## src/rtl/eight_bit_arith_pkg.sv

```systemverilog
// Shared types and sizing constants for the sequential arithmetic blocks.
// The divider FSM states and the default operand width live here.
package eight_bit_arith_pkg;

  localparam int DIV_WIDTH = 8;
  localparam int DIV_CNT_W = $clog2(DIV_WIDTH + 1);

  typedef enum logic [1:0] {
    IDLE = 2'd0,
    RUN  = 2'd1,
    DONE = 2'd2
  } div_state_t;

endpackage

```

## src/rtl/eight_bit_subtractor.sv

```systemverilog
// Combinational W-bit A - B, built as A + ~B + 1 over a ripple carry chain.
// The borrow output is the inverted carry out of the top bit.
module eight_bit_subtractor #(
  parameter int W = 9
) (
  input  logic [W-1:0] i_a,
  input  logic [W-1:0] i_b,
  output logic [W-1:0] o_diff,
  output logic         o_borrow
);

  logic w_carry;
  logic w_bInv;

  always_comb begin
    w_carry  = 1'b1;
    w_bInv   = 1'b0;
    o_diff   = '0;
    for (int i = 0; i < W; i++) begin
      w_bInv    = ~i_b[i];
      o_diff[i] = i_a[i] ^ w_bInv ^ w_carry;
      w_carry   = (i_a[i] & w_bInv) | (w_carry & (i_a[i] ^ w_bInv));
    end
    o_borrow = ~w_carry;
  end

endmodule

```

## src/rtl/eight_bit_divider.sv

```systemverilog
// Iterative unsigned restoring divider: one trial subtraction per clock,
// quotient and remainder published on the done edge.
module eight_bit_divider
  import eight_bit_arith_pkg::*;
#(
  parameter int WIDTH = DIV_WIDTH
) (
  input  logic             clk,
  input  logic             rst,
  input  logic             start,
  input  logic [WIDTH-1:0] N,
  input  logic [WIDTH-1:0] D,
  output logic             busy,
  output logic             done,
  output logic [WIDTH-1:0] Q,
  output logic [WIDTH-1:0] R,
  output logic             div_by_zero
);

  localparam int CW = $clog2(WIDTH + 1);

  div_state_t       r_state;
  div_state_t       w_nextState;
  logic [WIDTH-1:0] r_rem;
  logic [WIDTH-1:0] r_quo;
  logic [WIDTH-1:0] r_divisor;
  logic [CW-1:0]    r_count;

  logic             w_accept;
  logic             w_lastIter;
  logic [WIDTH:0]   w_shifted;
  logic [WIDTH:0]   w_trial;
  logic             w_borrow;
  logic [WIDTH:0]   w_remNext;
  logic [WIDTH-1:0] w_quoNext;
  logic             w_unusedRemTop;

  assign w_accept   = start && ((r_state == IDLE) || (r_state == DONE));
  assign w_lastIter = (r_count == CW'(1));

  // The shifted partial remainder needs WIDTH+1 bits so its old MSB survives.
  assign w_shifted = {r_rem, r_quo[WIDTH-1]};

  eight_bit_subtractor #(
    .W(WIDTH + 1)
  ) u_trialSub (
    .i_a     (w_shifted),
    .i_b     ({1'b0, r_divisor}),
    .o_diff  (w_trial),
    .o_borrow(w_borrow)
  );

  assign w_remNext      = w_borrow ? w_shifted : w_trial;
  assign w_quoNext      = {r_quo[WIDTH-2:0], ~w_borrow};
  assign w_unusedRemTop = w_remNext[WIDTH];

  assign busy = (r_state == RUN);
  assign done = (r_state == DONE);

  always_ff @(posedge clk or posedge rst) begin
    if (rst) begin
      r_state <= IDLE;
    end else begin
      r_state <= w_nextState;
    end
  end

  always_comb begin
    w_nextState = r_state;
    case (r_state)
      IDLE, DONE: begin
        if (start) begin
          w_nextState = (D == '0) ? DONE : RUN;
        end else begin
          w_nextState = IDLE;
        end
      end
      RUN: begin
        if (w_lastIter) begin
          w_nextState = DONE;
        end
      end
      default: w_nextState = IDLE;
    endcase
  end

  // Results are only written on the accept edge (divide by zero) or the last iteration.
  always_ff @(posedge clk or posedge rst) begin
    if (rst) begin
      r_rem       <= '0;
      r_quo       <= '0;
      r_divisor   <= '0;
      r_count     <= '0;
      Q           <= '0;
      R           <= '0;
      div_by_zero <= 1'b0;
    end else if (w_accept) begin
      r_divisor <= D;
      if (D == '0) begin
        Q           <= '1;
        R           <= N;
        div_by_zero <= 1'b1;
      end else begin
        r_rem   <= '0;
        r_quo   <= N;
        r_count <= CW'(WIDTH);
      end
    end else if (r_state == RUN) begin
      r_rem   <= w_remNext[WIDTH-1:0];
      r_quo   <= w_quoNext;
      r_count <= r_count - CW'(1);
      if (w_lastIter) begin
        Q           <= w_quoNext;
        R           <= w_remNext[WIDTH-1:0];
        div_by_zero <= 1'b0;
      end
    end
  end

endmodule
```

## config.mk

```make
export PLATFORM = sky130hd
export DESIGN_NAME = eight_bit_divider
export DESIGN_NICKNAME = d
export VERILOG_FILES = /design/src/rtl/eight_bit_arith_pkg.sv /design/src/rtl/eight_bit_subtractor.sv /design/src/rtl/eight_bit_divider.sv
export SDC_FILE = /design/constraint.sdc
export NUM_CORES = 1
export LEC_CHECK = 0
export BUFFER_PORTS_ARGS = -buffer_cell sky130_fd_sc_hd__buf_2
export CORE_UTILIZATION = 40
export CTS_BUF_LIST = sky130_fd_sc_hd__clkbuf_4
export DETAILED_ROUTE_END_ITERATION = 8
export GPL_ROUTABILITY_DRIVEN = 0
export PLACE_DENSITY = 0.63
export SLEW_MARGIN = 15
export SYNTH_ARGS = -nofsm -noshare
export SYNTH_HDL_FRONTEND = slang
export SYNTH_SLANG_ARGS = --single-unit
```

## constraint.sdc

```tcl
create_clock -name clk -period 9.4 [get_ports clk]
set_clock_uncertainty 0.1 [all_clocks]
set_input_delay 1.41 -clock clk [delete_from_list [all_inputs] [get_ports clk]]
set_output_delay 1.41 -clock clk [all_outputs]
set_load 0.05 [all_outputs]
```

### Yosys cells after proc, flatten, opt, wreduce, memory -nomap -nowiden

Index checks and enable logic that the tools add are counted.

* logic and storage cells: 100
* input port bits: 19
* flip-flop bits (word level): 47
* output and inout bits: 19

* $add $sub $neg: 1
* reduce and logical (&&, ||, !) cells: 9
* eq/ne operators: 6
* bitwise gates (word level): 50
* muxes and demuxes: 26

Operator list (number)
* $mux W8: 15
* $and A1 B1 Y1: 16
* $xor A1 B1 Y1: 15
* $mux W4: 3
* $not A1 Y1: 10
* $or A1 B1 Y1: 9
* $logic_not A8 Y1: 1
* $mux W2: 3
* $eq A4 B1 Y1 const B: 1
* $mux W1: 4
* $ne A2 B1 Y1 const B: 2
* $pmux W2 S2: 1
* $reduce_bool A2 Y1: 2
* $sub A4 B1 Y4 const B: 1
* $reduce_and A3 Y1: 1
* $eq A2 B1 Y1 const B: 1
* $eq A2 B2 Y1 const B: 1
* $logic_not A2 Y1: 1
* $ne A2 B2 Y1 const B: 1
* $reduce_and A2 Y1: 1
* $reduce_or A2 Y1: 1
* $logic_and A1 B1 Y1: 1
* $logic_or A1 B1 Y1: 1

### Longest topological paths before layout

Gate-level depths: netlist (run 1).

* word-level depth: 23
* mapped depth: 14
* mapped depth without buffers: 13

### By module

A second synthesis (run 1) with hierarchy kept.

* cell total of the unflattened synthesis: 196
* area, all modules: 2354.8 µm²

Modules (own cells, without submodules)
* eight_bit_divider: seq. area each 1176.1 µm², cells each 169, times used 1, area an instance 2114.5 µm²
* eight_bit_subtractor: seq. area each 0.0 µm², cells each 27, times used 1, area an instance 240.2 µm²

### Least setup slack after synthesis (run 1)

OpenSTA, ideal clock, no wires.

* path type: reg-to-reg
* start point: reg r_quo[7]
* end point: reg R[7]
* setup time: 0.125 ns
* path slack: 4.984 ns
* arrival: 4.191 ns
* data required time: 9.175 ns
* stages on the path, launching flop included: 15
* clock period less this slack: 4.416 ns
* path buffers: 1
* cell sequence: dfrtp_1 -> inv_1 -> ha_1 -> fa_1 -> fa_1 -> fa_1 -> fa_1 -> fa_1 -> fa_1 -> fa_1 -> nand2b_1 -> clkbuf_1 -> mux2i_1 -> o21ai_0 -> mux2_2

* word-level cells in the longest chain between the ends: 22
* elaborated cells between the ends (all ways): 24
* classes of those cells: mux (4); bitwise (20)

Ends and longest elaborated chain
* start: declaration: RTL line eight_bit_divider.sv:25 `logic [WIDTH-1:0] r_quo;`
* start signal: assignment: RTL line eight_bit_divider.sv:110 `r_quo <= w_quoNext;`
* $and A1 B1 Y1 or $xor A1 B1 Y1 (tied branches): RTL line eight_bit_subtractor.sv:22 `w_carry = (i_a[i] & w_bInv) | (w_carry & (i_a[i] ^ w_bInv));`
* $or A1 B1 Y1 (*): RTL line eight_bit_subtractor.sv:22
* $and A1 B1 Y1 (*): RTL line eight_bit_subtractor.sv:22
* $or A1 B1 Y1 (*): RTL line eight_bit_subtractor.sv:22
* $and A1 B1 Y1 (*): RTL line eight_bit_subtractor.sv:22
* $or A1 B1 Y1 (*): RTL line eight_bit_subtractor.sv:22
* $and A1 B1 Y1 (*): RTL line eight_bit_subtractor.sv:22
* $or A1 B1 Y1 (*): RTL line eight_bit_subtractor.sv:22
* [6 not listed]
* $and A1 B1 Y1: RTL line eight_bit_subtractor.sv:22
* $or A1 B1 Y1: RTL line eight_bit_subtractor.sv:22
* $and A1 B1 Y1: RTL line eight_bit_subtractor.sv:22
* $or A1 B1 Y1: RTL line eight_bit_subtractor.sv:22
* $mux W8 (*): RTL line eight_bit_divider.sv:53 `assign w_remNext = w_borrow ? w_shifted : w_trial;`
* $mux W8 (*): RTL line eight_bit_divider.sv:112 `if (w_lastIter) begin`
* $mux W8 (*): RTL line eight_bit_divider.sv:108 `end else if (r_state == RUN) begin`
* $mux W8 (*): RTL line eight_bit_divider.sv:97 `end else if (w_accept) begin`
* end signal: assignment: RTL line eight_bit_divider.sv:114 `R <= w_remNext[WIDTH-1:0];`
* end: declaration: RTL line eight_bit_divider.sv:16 `output logic [WIDTH-1:0] R,`

Mark *: on every way between the ends. The rest lies on a longest branch, timed or not. The select of a mux whose other input is x is not followed.
A chain may end at the register's enable or synchronous reset.

### Final worst setup path (run 1)

* start point: reg r_quo[7]
* end point: reg R[0]

* word-level cells in the longest chain between the ends: 22
* elaborated cells between the ends (all ways): 24
* classes of those cells: mux (4); bitwise (20)

Ends and longest elaborated chain (RTL line)
* $and A1 B1 Y1 or $xor A1 B1 Y1 (tied branches): eight_bit_subtractor.sv:22, eight_bit_subtractor.sv:21
* $or A1 B1 Y1: eight_bit_subtractor.sv:22
* $and A1 B1 Y1: eight_bit_subtractor.sv:22
* $or A1 B1 Y1: eight_bit_subtractor.sv:22
* $and A1 B1 Y1: eight_bit_subtractor.sv:22
* $or A1 B1 Y1: eight_bit_subtractor.sv:22
* $and A1 B1 Y1: eight_bit_subtractor.sv:22
* $or A1 B1 Y1: eight_bit_subtractor.sv:22
* [6 not listed]
* $and A1 B1 Y1: eight_bit_subtractor.sv:22
* $or A1 B1 Y1: eight_bit_subtractor.sv:22
* $and A1 B1 Y1: eight_bit_subtractor.sv:22
* $or A1 B1 Y1: eight_bit_subtractor.sv:22
* $mux W8 (*): eight_bit_divider.sv:53
* $mux W8 (*): eight_bit_divider.sv:112
* $mux W8 (*): eight_bit_divider.sv:108
* $mux W8 (*): eight_bit_divider.sv:97

Marks and branches as above.

==> results of run 1 <==
[through the flow]
step / utilization (%) / worst slack [ns] / hold slack [ns] / area [sq um]
floorplan: - / 4.984 / 0.3497 / 2349
global placement: 45.95 / 4.847 / 0.3536 / 2561
detailed placement: 45.95 / 4.732 / 0.3730 / 2561
global route: 46.98 / 4.505 / 0.4283 / 2619
finish: 46.98 / 4.701 / 0.4051 / 2619
CTS: 46.98 / 4.700 / 0.4063 / 2619
[final timing paths]
check / from / to / depth (start not counted)
worst max-delay path: r_quo[7] / R[0] / 13
worst min-delay path: R[1] / R[1] / 1
worst max register to register: r_quo[7] / R[0] / 13
worst min register to register: R[1] / R[1] / 1
max in group asynchronous: rst / r_rem[7] / 2
min in group asynchronous: rst / r_rem[3] / 2
[cell type report]
| class | count | area share [%] |
|---|---|---|
| clock buffers | 5 | 1.433 |
| clock inverters | 3 | 0.7645 |
| inverters | 14 | 2.007 |
| multi-input cells | 148 | 40.09 |
| flip-flops and latches | 47 | 44.91 |
| well taps | 72 | 3.440 |
| repair buffers | 38 | 7.358 |
[cell usage after synthesis (all sizes together), types with 3 or more instances]
cell type	count	area [sq um]
nand2b	3	18.77
mux2	16	180.2
o21a	6	45.04
dfrtp	47	1176
a221o	6	60.06
ha	3	37.54
buf	4	31.27
nor3b	9	67.56
inv	14	52.55
o211ai	7	52.55
nand2	56	212.7
a211oi	6	45.04
nand3	3	15.01
clkbuf	11	41.29
fa	7	140.1
o21ai	4	20.01
[worst max-delay path, stage by stage, from the launching register on]
cell and delay (ns):
dfrtp_1 0.37, inv_1 0.06, ha_1 0.20, fa_1 0.39
fa_1 0.39, fa_1 0.40, fa_1 0.40, fa_1 0.39
fa_1 0.39, fa_1 0.50, nand2b_1 0.39, mux2_2 0.41
a21oi_1 0.13, mux2_2 0.16
[layer usage]
metal / wire length, um / global-route usage [%]
met1: 2395 / 25.80
met4: 72 / 8.148
met3: 198 / 3.721
met5: 0 / 0
met2: 2256 / 28.26
[placed cells by master (no fill, tap or decap), drive strengths merged]
| master | synthesis | routed |
|---|---|---|
| o32a | 1 | 1 |
| nand2b | 3 | 3 |
| dfrtp | 47 | 47 |
| inv | 14 | 14 |
| buf | 4 | 38 |
| nand3 | 3 | 3 |
| clkinvlp | 0 | 2 |
| a22oi | 1 | 1 |
| nor2 | 2 | 2 |
| a221o | 6 | 6 |
| nor2b | 2 | 2 |
| o21ai | 4 | 4 |
| a21oi | 2 | 2 |
| fa | 7 | 7 |
| mux2 | 16 | 16 |
| o2bb2ai | 2 | 2 |
| or4 | 2 | 2 |
| nand2 | 56 | 56 |
| a211o | 1 | 1 |
| or3 | 1 | 1 |
| ha | 3 | 3 |
| nor3 | 2 | 2 |
| xnor2 | 1 | 1 |
| nor3b | 9 | 9 |
| o31ai | 2 | 2 |
| o21a | 6 | 6 |
| clkinv | 0 | 1 |
| clkbuf | 11 | 5 |
| and2 | 1 | 1 |
| mux2i | 1 | 1 |
| a211oi | 6 | 6 |
| o211ai | 7 | 7 |
| o21bai | 1 | 1 |
[kinds of logic after synthesis]
| kind of cell | after synthesis | share of synthesized area (%) |
|---|---|---|
| AND/OR/NAND/NOR | 81 | 15.82 |
| flip-flops | 47 | 50.08 |
| AO/OA/AOI/OAI | 39 | 12.73 |
| buffers and inverters | 29 | 5.327 |
| multiplexers | 17 | 8.098 |
| adder cells (fa/ha/maj) | 10 | 7.565 |
| XOR/XNOR | 1 | 0.3730 |
[sequential cells by signal (all words and copies together) (netlist names)]
name and cells:
Q 8, R 8, r_divisor 8, r_quo 8
r_rem 8, r_count 4, r_state 2, div_by_zero 1
==> flow_summary.yaml, run 1 <==
setup_path:
  endpoint_kind: "flop"
  rrSetupSlack_ns: 4.70
  critPathRequiredTime_ns: 9.61
  cp_max_fo: 11
  worstSetupStartpointType: "flop"
  criticalPathCategory: "flop to flop"
  crit_arrival_ns: 4.91
synth:
  synth_area_sq_um: 2349
  yosysWarnings: 0
  yosys_most_used_dff: "dfrtp_1"
  synth_edf_count: 0
  syn_nets: 253
  avgSynthCellArea_sq_um: 10.48
  synth.ff_latch_count: 47
  netlist_instances: 224
  synth.distinct_cells: 36
  ys_async_sr_fraction_pct: 100.0
  ys_seq_area_share_pct: 50.08
clock_network:
  cts_setup_buffers: 0
  postCtsHoldBufs: 0
  cts_repair_resize_count: 0
  cts_root_buf: "clkbuf_4"
  cts_buffers: 5
  clk_latency_ns: 0.38
  path_clk_slew_ns: 0.14
  clock-sinks: 47
  htree_num_levels: 2
  clockBufferDepth: 2
  cts_tree: "built"
detailed_routing:
  firstDrtPassIters: 4
  drtAntennaViolNets: 0
  avgRoutedWirePerCell_um: 15.05
  drc: 0
  wl_um: 4922
  drt_iter0_drc: 94
  vias: 1730
  vias_per_cell: 5.291
die:
  fp.dieW_um: 78.63
  start_util_pct: 42.13
  die_area_sq_um: 6182
  die_h_um: 78.63
  rows: 27
  ios: 38
  core-area_sq_um: 5574
global_route:
  grt_usage_pct: 18.68
  grt_pass1_vias: 1765
  overflow: 0
  antenna_found_initial: 0
  grt_max_degree: 48
  grt_pass1_wl_um: 8852
placement:
  portBuffers: 37
  dp_cells: 319
  dpl.hpwl_um: 3431
sta:
  finalCriticalPeriod_ns: 4.700
  relSlewSlack_pct: 35.40
  post-route-period-util_pct: 49.99
  slew_violations: 0
  fmax_mhz: 212.8
  hold_viol: 0
  setup_violations: 0
  rsz0062_at_grt: "false"
  tns_ns: 0
  worstMarginPinSlew_ns: 0.9676
final_layout:
  regArea_sq_um: 1176
  multiInputGateArea_sq_um: 1050
  num-fill-cells: 553
  num_antenna_cells: 0
  drive_gt1_share_pct: 23.92
  stdcell_count: 327
  fin_nets: 283
  area_growth_pct: 11.51
min_path:
  hp-class: "flop to flop"
outcome:
  status: "finished clean"
flow_run:
  maxCapViolCount: 0
Power of run 1 is left out: the tool's default activity adds up to more than one toggle a clock period on the data nets, which glitch-free logic cannot reach.
==> inputs of run 2 (changes only) <==
Settings changed: ABC_AREA from default to 1, PLACE_DENSITY 0.63 to 0.65.
Clock period 9.4 ns to 4.3 ns, I/O delays scaled along.
==> flow_summary.yaml, run 2 <==
outcome:
  status: "finished clean"
synth:
  synth.ff_latch_count: 47
  syn_nets: 322
  synth_area_sq_um: 2495
  yosys_most_used_dff: "dfrtp_1"
  synth_xor_area_share_pct: 0
  synthAdderAreaFrac_pct: 7.121
  synth_area_leaders: "dfrtp_1 47%, nand2_1 20%, nand3_1 7.6%"
  synth.distinct_cells: 24
  yosysWarnings: 0
  synth_top_cell_area_share_pct: 47.14
  synth-compound-area-share_pct: 4.664
  ys_seq_area_share_pct: 47.14
  yosysTopAreaCell: "dfrtp_1"
  ys_async_sr_fraction_pct: 100.0
  synth_common_cells: "134 x nand2_1, 47 x dfrtp_1, 38 x nand3_1, 16 x inv_1, 8 x nand3b_1"
  avgSynthCellArea_sq_um: 8.515
  netlist_instances: 293
  synth-simple-area-share_pct: 35.16
  synth_edf_count: 0
  synth_top_family_by_area: "simple AND/OR/NAND/NOR gates"
  synthMuxAreaShare_pct: 0
  synth.most_common_cell: "nand2_1"
detailed_routing:
  drt_iter0_drc: 107
  firstDrtPassIters: 4
  drtAntennaViolNets: 0
  vias_per_cell: 4.961
  drc: 0
  avgRoutedWirePerCell_um: 12.99
  wl_um: 5275
  vias: 2014
global_route:
  grt_pass1_wl_um: 9025
  overflow: 0
  antenna_found_initial: 0
  grt_usage_pct: 18.28
  grt_pass1_vias: 1893
  grt_max_degree: 48
placement:
  dp_cells: 396
  dpl.hpwl_um: 3642
  portBuffers: 37
sta:
  post-route-period-util_pct: 95.20
  fmax_mhz: 244.3
  finalCriticalPeriod_ns: 4.094
  worstMarginPinSlew_ns: 0.9698
  slew_violations: 0
  setup_violations: 0
  relSlewSlack_pct: 35.26
  rsz0062_at_grt: "false"
  tns_ns: 0
  hold_viol: 0
setup_path:
  criticalPathCategory: "flop to flop"
  reg2regPathDepth: 15
  endpoint_kind: "flop"
  worstSetupStartpointType: "flop"
  critPathRequiredTime_ns: 4.51
  cp_max_fo: 6
  rrSetupSlack_ns: 0.21
  crit_arrival_ns: 4.31
  critPathCapture: "R[3]"
  cp-startpoint: "r_quo[7]"
  r2r-start: "r_quo[7]"
  r2r-end: "R[3]"
clock_network:
  clock-sinks: 47
  clk_latency_ns: 0.37
  cts_tree: "built"
  htree_num_levels: 2
  clockBufferDepth: 2
  path_clk_slew_ns: 0.15
  cts_buffers: 5
  cts_root_buf: "clkbuf_4"
die:
  start_util_pct: 41.89
  ios: 38
  core-area_sq_um: 5956
  die_area_sq_um: 6557
  fp.dieW_um: 80.98
  die_h_um: 80.98
  rows: 28
final_layout:
  fin_nets: 359
  stdcell_count: 406
  mostFrequentLayoutCell: "nand2_1"
  drive_gt1_share_pct: 21.45
  num_antenna_cells: 0
  final_cell_mix: "133 x nand2_1, 47 x dfrtp_1, 38 x nand3_1"
  num-fill-cells: 645
  area_growth_pct: 12.04
  final_core_util_pct: 46.93
pwr:
  p_per_area_nw_per_um2: 874.6
  irDropWorstVdd_mv: 0.3328
  power.leakage_uw: 0.001561
flow_run:
  maxCapViolCount: 0
min_path:
  hp-class: "primary input to asynchronous set/reset pin"
run 2: layout make-up:
type,count,area [sq um],area share [%]
clock buffer,5,37.54,1.343
multi-input combinational,216,1176,42.08
tap,75,93.84,3.357
sequential,47,1176,42.08
timing repair buffer,41,215.2,7.699
inverter,19,76.32,2.731
clock inverter,3,20.02,0.7162
run 2: through the flow:
step | area [sq um] | total power, uW | setup WS, ns | hold slack (ns)
floorplan | 2495 | 1931 | 0.3133 | 0.3528
global route | 2795 | 2693 | 0.03965 | 0.3794
finish | 2795 | 2445 | 0.2065 | 0.3783
detailed placement | 2718 | 2224 | 0.1316 | 0.3626
CTS | 2775 | 2438 | 0.1012 | 0.3634
global placement | 2718 | 2191 | 0.1829 | 0.3497
run 2: worst min path at each step:
stage,cells after the start,endpoint,from
final,2,Q[3],rst
after global routing,3,r_divisor[0],D[0]
after CTS,3,r_divisor[5],D[5]
after detailed placement,2,div_by_zero,div_by_zero
after global placement,2,div_by_zero,div_by_zero
after floorplan,2,r_divisor[0],r_divisor[0]
run 2: critical path, cell delays in order (launching register included):
cell	delay, ns
dfrtp_1	0.39
inv_1	0.05
ha_1	0.20
fa_1	0.38
fa_2	0.35
fa_1	0.38
fa_1	0.39
fa_1	0.39
fa_1	0.39
fa_1	0.38
nand2_2	0.12
buf_4	0.16
nand3b_1	0.10
nand3_1	0.13
nand2_1	0.06
nand2_1	0.06
run 2: per-layer routing:
metal	wire, um	up-vias	GRT usage, %
li1	-	1002	-
met1	2550	954	25.20
met2	2410	49	28.91
met3	227	9	4.045
met4	87	0	5.000
met5	0	-	0
run 2: what timing repair did:
item | CTS | global route
gates resized for setup | 0 | 2
buffers inserted | 0 | 2
setup endpoints to repair | 0 | 12
hold buffers | 0 | 0
run 2: cells by family (layout without fill, tap and decap cells):
logic type / after synthesis / in the layout
and+or+nand+nor: 194 / 194
DFF: 47 / 47
buffers and inverters: 30 / 68
adders and majority gates: 10 / 10
AOI/OAI and AO/OA: 12 / 12
run 2: power by group:
group | internal, uW | switching [uW] | total, uW | leakage [uW]
Combinational | 506 | 948 | 1450 | 0.000948
Sequential | 650 | 130 | 780 | 0.000584
Clock | 63.0 | 148 | 211 | 0.0000288
Total | 1220 | 1230 | 2440 | 0.00156
No activity file was read; power rests on OpenSTA's default activity.
==> inputs of run 3 (changes only) <==
Settings changed: CORE_MARGIN from default to 3, REMOVE_ABC_BUFFERS from default to 1, TNS_END_PERCENT from default to 1.
==> flow_summary.yaml, run 3 (synthesis gave the netlist of run 2 again) <==
clock_network:
  cts_root_buf: "clkbuf_4"
  cts_buffers: 5
  postCtsHoldBufs: 0
  clock-sinks: 47
  clockBufferDepth: 2
  htree_num_levels: 2
  clk_latency_ns: 0.38
  cts_tree: "built"
  path_clk_slew_ns: 0.15
final_layout:
  final_cell_mix: "133 x nand2_1, 47 x dfrtp_1, 38 x nand3_1"
  stdcell_count: 404
  num_antenna_cells: 0
  fin_nets: 357
  final_cell_area_sq_um: 2831
  drive_gt1_share_pct: 21.28
  mostFrequentLayoutCell: "nand2_1"
  area_growth_pct: 13.49
setup_path:
  critPathRequiredTime_ns: 4.47
  critPathCapture: "R[0]"
  endpoint_kind: "flop"
  criticalPathCategory: "flop to flop"
  crit_arrival_ns: 4.24
  r2r-end: "R[0]"
  rrSetupSlack_ns: 0.23
  cp-startpoint: "r_quo[7]"
  r2r-start: "r_quo[7]"
  worstSetupStartpointType: "flop"
  cp_max_fo: 9
  reg2regPathDepth: 15
sta:
  slew_violations: 0
  hold_viol: 0
  finalCriticalPeriod_ns: 4.068
  tns_ns: 0
  rsz0062_at_grt: "false"
  hold_ws_ns: 0.3588
  setup_violations: 0
  relSlewSlack_pct: 34.72
  fmax_mhz: 245.8
  post-route-period-util_pct: 94.60
  worstMarginPinSlew_ns: 0.9778
detailed_routing:
  vias_per_cell: 5.020
  vias: 2028
  firstDrtPassIters: 4
  drtAntennaViolNets: 0
  drc: 0
  wl_um: 5403
  drt_iter0_drc: 111
  avgRoutedWirePerCell_um: 13.37
placement:
  dpl_cell_area_sq_um: 2710
  dpl.hpwl_um: 3685
  dp_cells: 395
  portBuffers: 37
pwr:
  p_seq_share_pct: 30.5
  finalPower_uw: 2559
  power.switching_uw: 1239
  pwr-share-clk_pct: 13.0
  swShare_pct: 48.43
  power.leakage_uw: 0.001576
  internal_power_uw: 1320
  comb_power_share_pct: 56.5
  p_per_area_nw_per_um2: 903.8
  irDropWorstVdd_mv: 0.2790
global_route:
  grt_max_degree: 48
  antenna_found_initial: 0
  overflow: 0
  grt_usage_pct: 16.35
  grt_pass1_vias: 2024
  grt_pass1_wl_um: 9508
flow_run:
  maxCapViolCount: 0
die:
  die_h_um: 84.98
  core-area_sq_um: 5991
  ios: 38
  rows: 28
  start_util_pct: 41.65
  fp.dieW_um: 84.98
  die_area_sq_um: 7221
min_path:
  hp-class: "primary input to asynchronous set/reset pin"
outcome:
  status: "finished clean"
run 3: changes by cell type in the layout (fill, tap and decap cells not counted):
cell,before,now
clkinv_1,1,0
buf_4,4,1
nand2_4,3,4
bufinv_16,0,2
clkinv_4,1,0
run 3: layout make-up:
type,count,area [sq um]
Sequential cell,47,1176
Clock inverter,3,67.56
Fill cell,607,3159
Inverter,19,76.32
Clock buffer,5,37.54
Multi-Input combinational cell,217,1187
Tap cell,75,93.84
Timing Repair Buffer,38,192.7
run 3: how the worst min path moves through the flow:
| stage | from | to | slack, ns | cells past startpoint |
|---|---|---|---|---|
| 2_1_floorplan | r_divisor[0] | r_divisor[0] | 0.35 | 2 |
| 3_3_place_gp | div_by_zero | div_by_zero | 0.35 | 2 |
| 3_5_place_dp | div_by_zero | div_by_zero | 0.36 | 2 |
| 4_1_cts | D[0] | r_divisor[0] | 0.36 | 3 |
| 5_1_grt | D[6] | r_divisor[6] | 0.37 | 3 |
| 6_report | rst | div_by_zero | 0.36 | 2 |
run 3: through the flow:
stage | setup slack (ns) | util [%]
detailed placement | 0.03453 | 45.24
global placement | 0.1239 | 45.24
global route | 0.06129 | 47.26
CTS | 0.01044 | 46.99
floorplan | 0.3114 | -
finish | 0.2322 | 47.26
run 3: per-layer routing:
layer  part of all wire [%]  GRT usage, %
met2                     47         25.49
met3                    4.2         3.786
met1                     47         22.28
met5                      0             0
met4                    1.9         6.043
run 3: repair_timing:
| action | CTS | global route |
|---|---|---|
| setup buffers | 0 | 0 |
| setup endpoints to repair | 0 | 18 |
| endpoints found under the hold margin | 0 | 0 |
| resized for setup | 0 | 3 |
run 3: power by group through the flow:
stage               combinational (uW)  sequential (uW)  clock, uW
floorplan                          883             1010          0
global placement                  1390              784          0
detailed placement                1430              791          0
CTS                               1430              781        340
global route                      1650              809        352
finish                            1450              780        332
run 3: worst max-delay path: stages, from the launching register on:
cell	delay, ns
dfrtp_1	0.39
inv_1	0.05
ha_1	0.20
fa_1	0.38
fa_1	0.40
fa_1	0.39
fa_1	0.39
fa_1	0.40
fa_1	0.40
fa_2	0.39
nand2_4	0.11
nor2_4	0.08
nand2_1	0.09
nand3_1	0.07
nand2_1	0.07
nand2_1	0.05
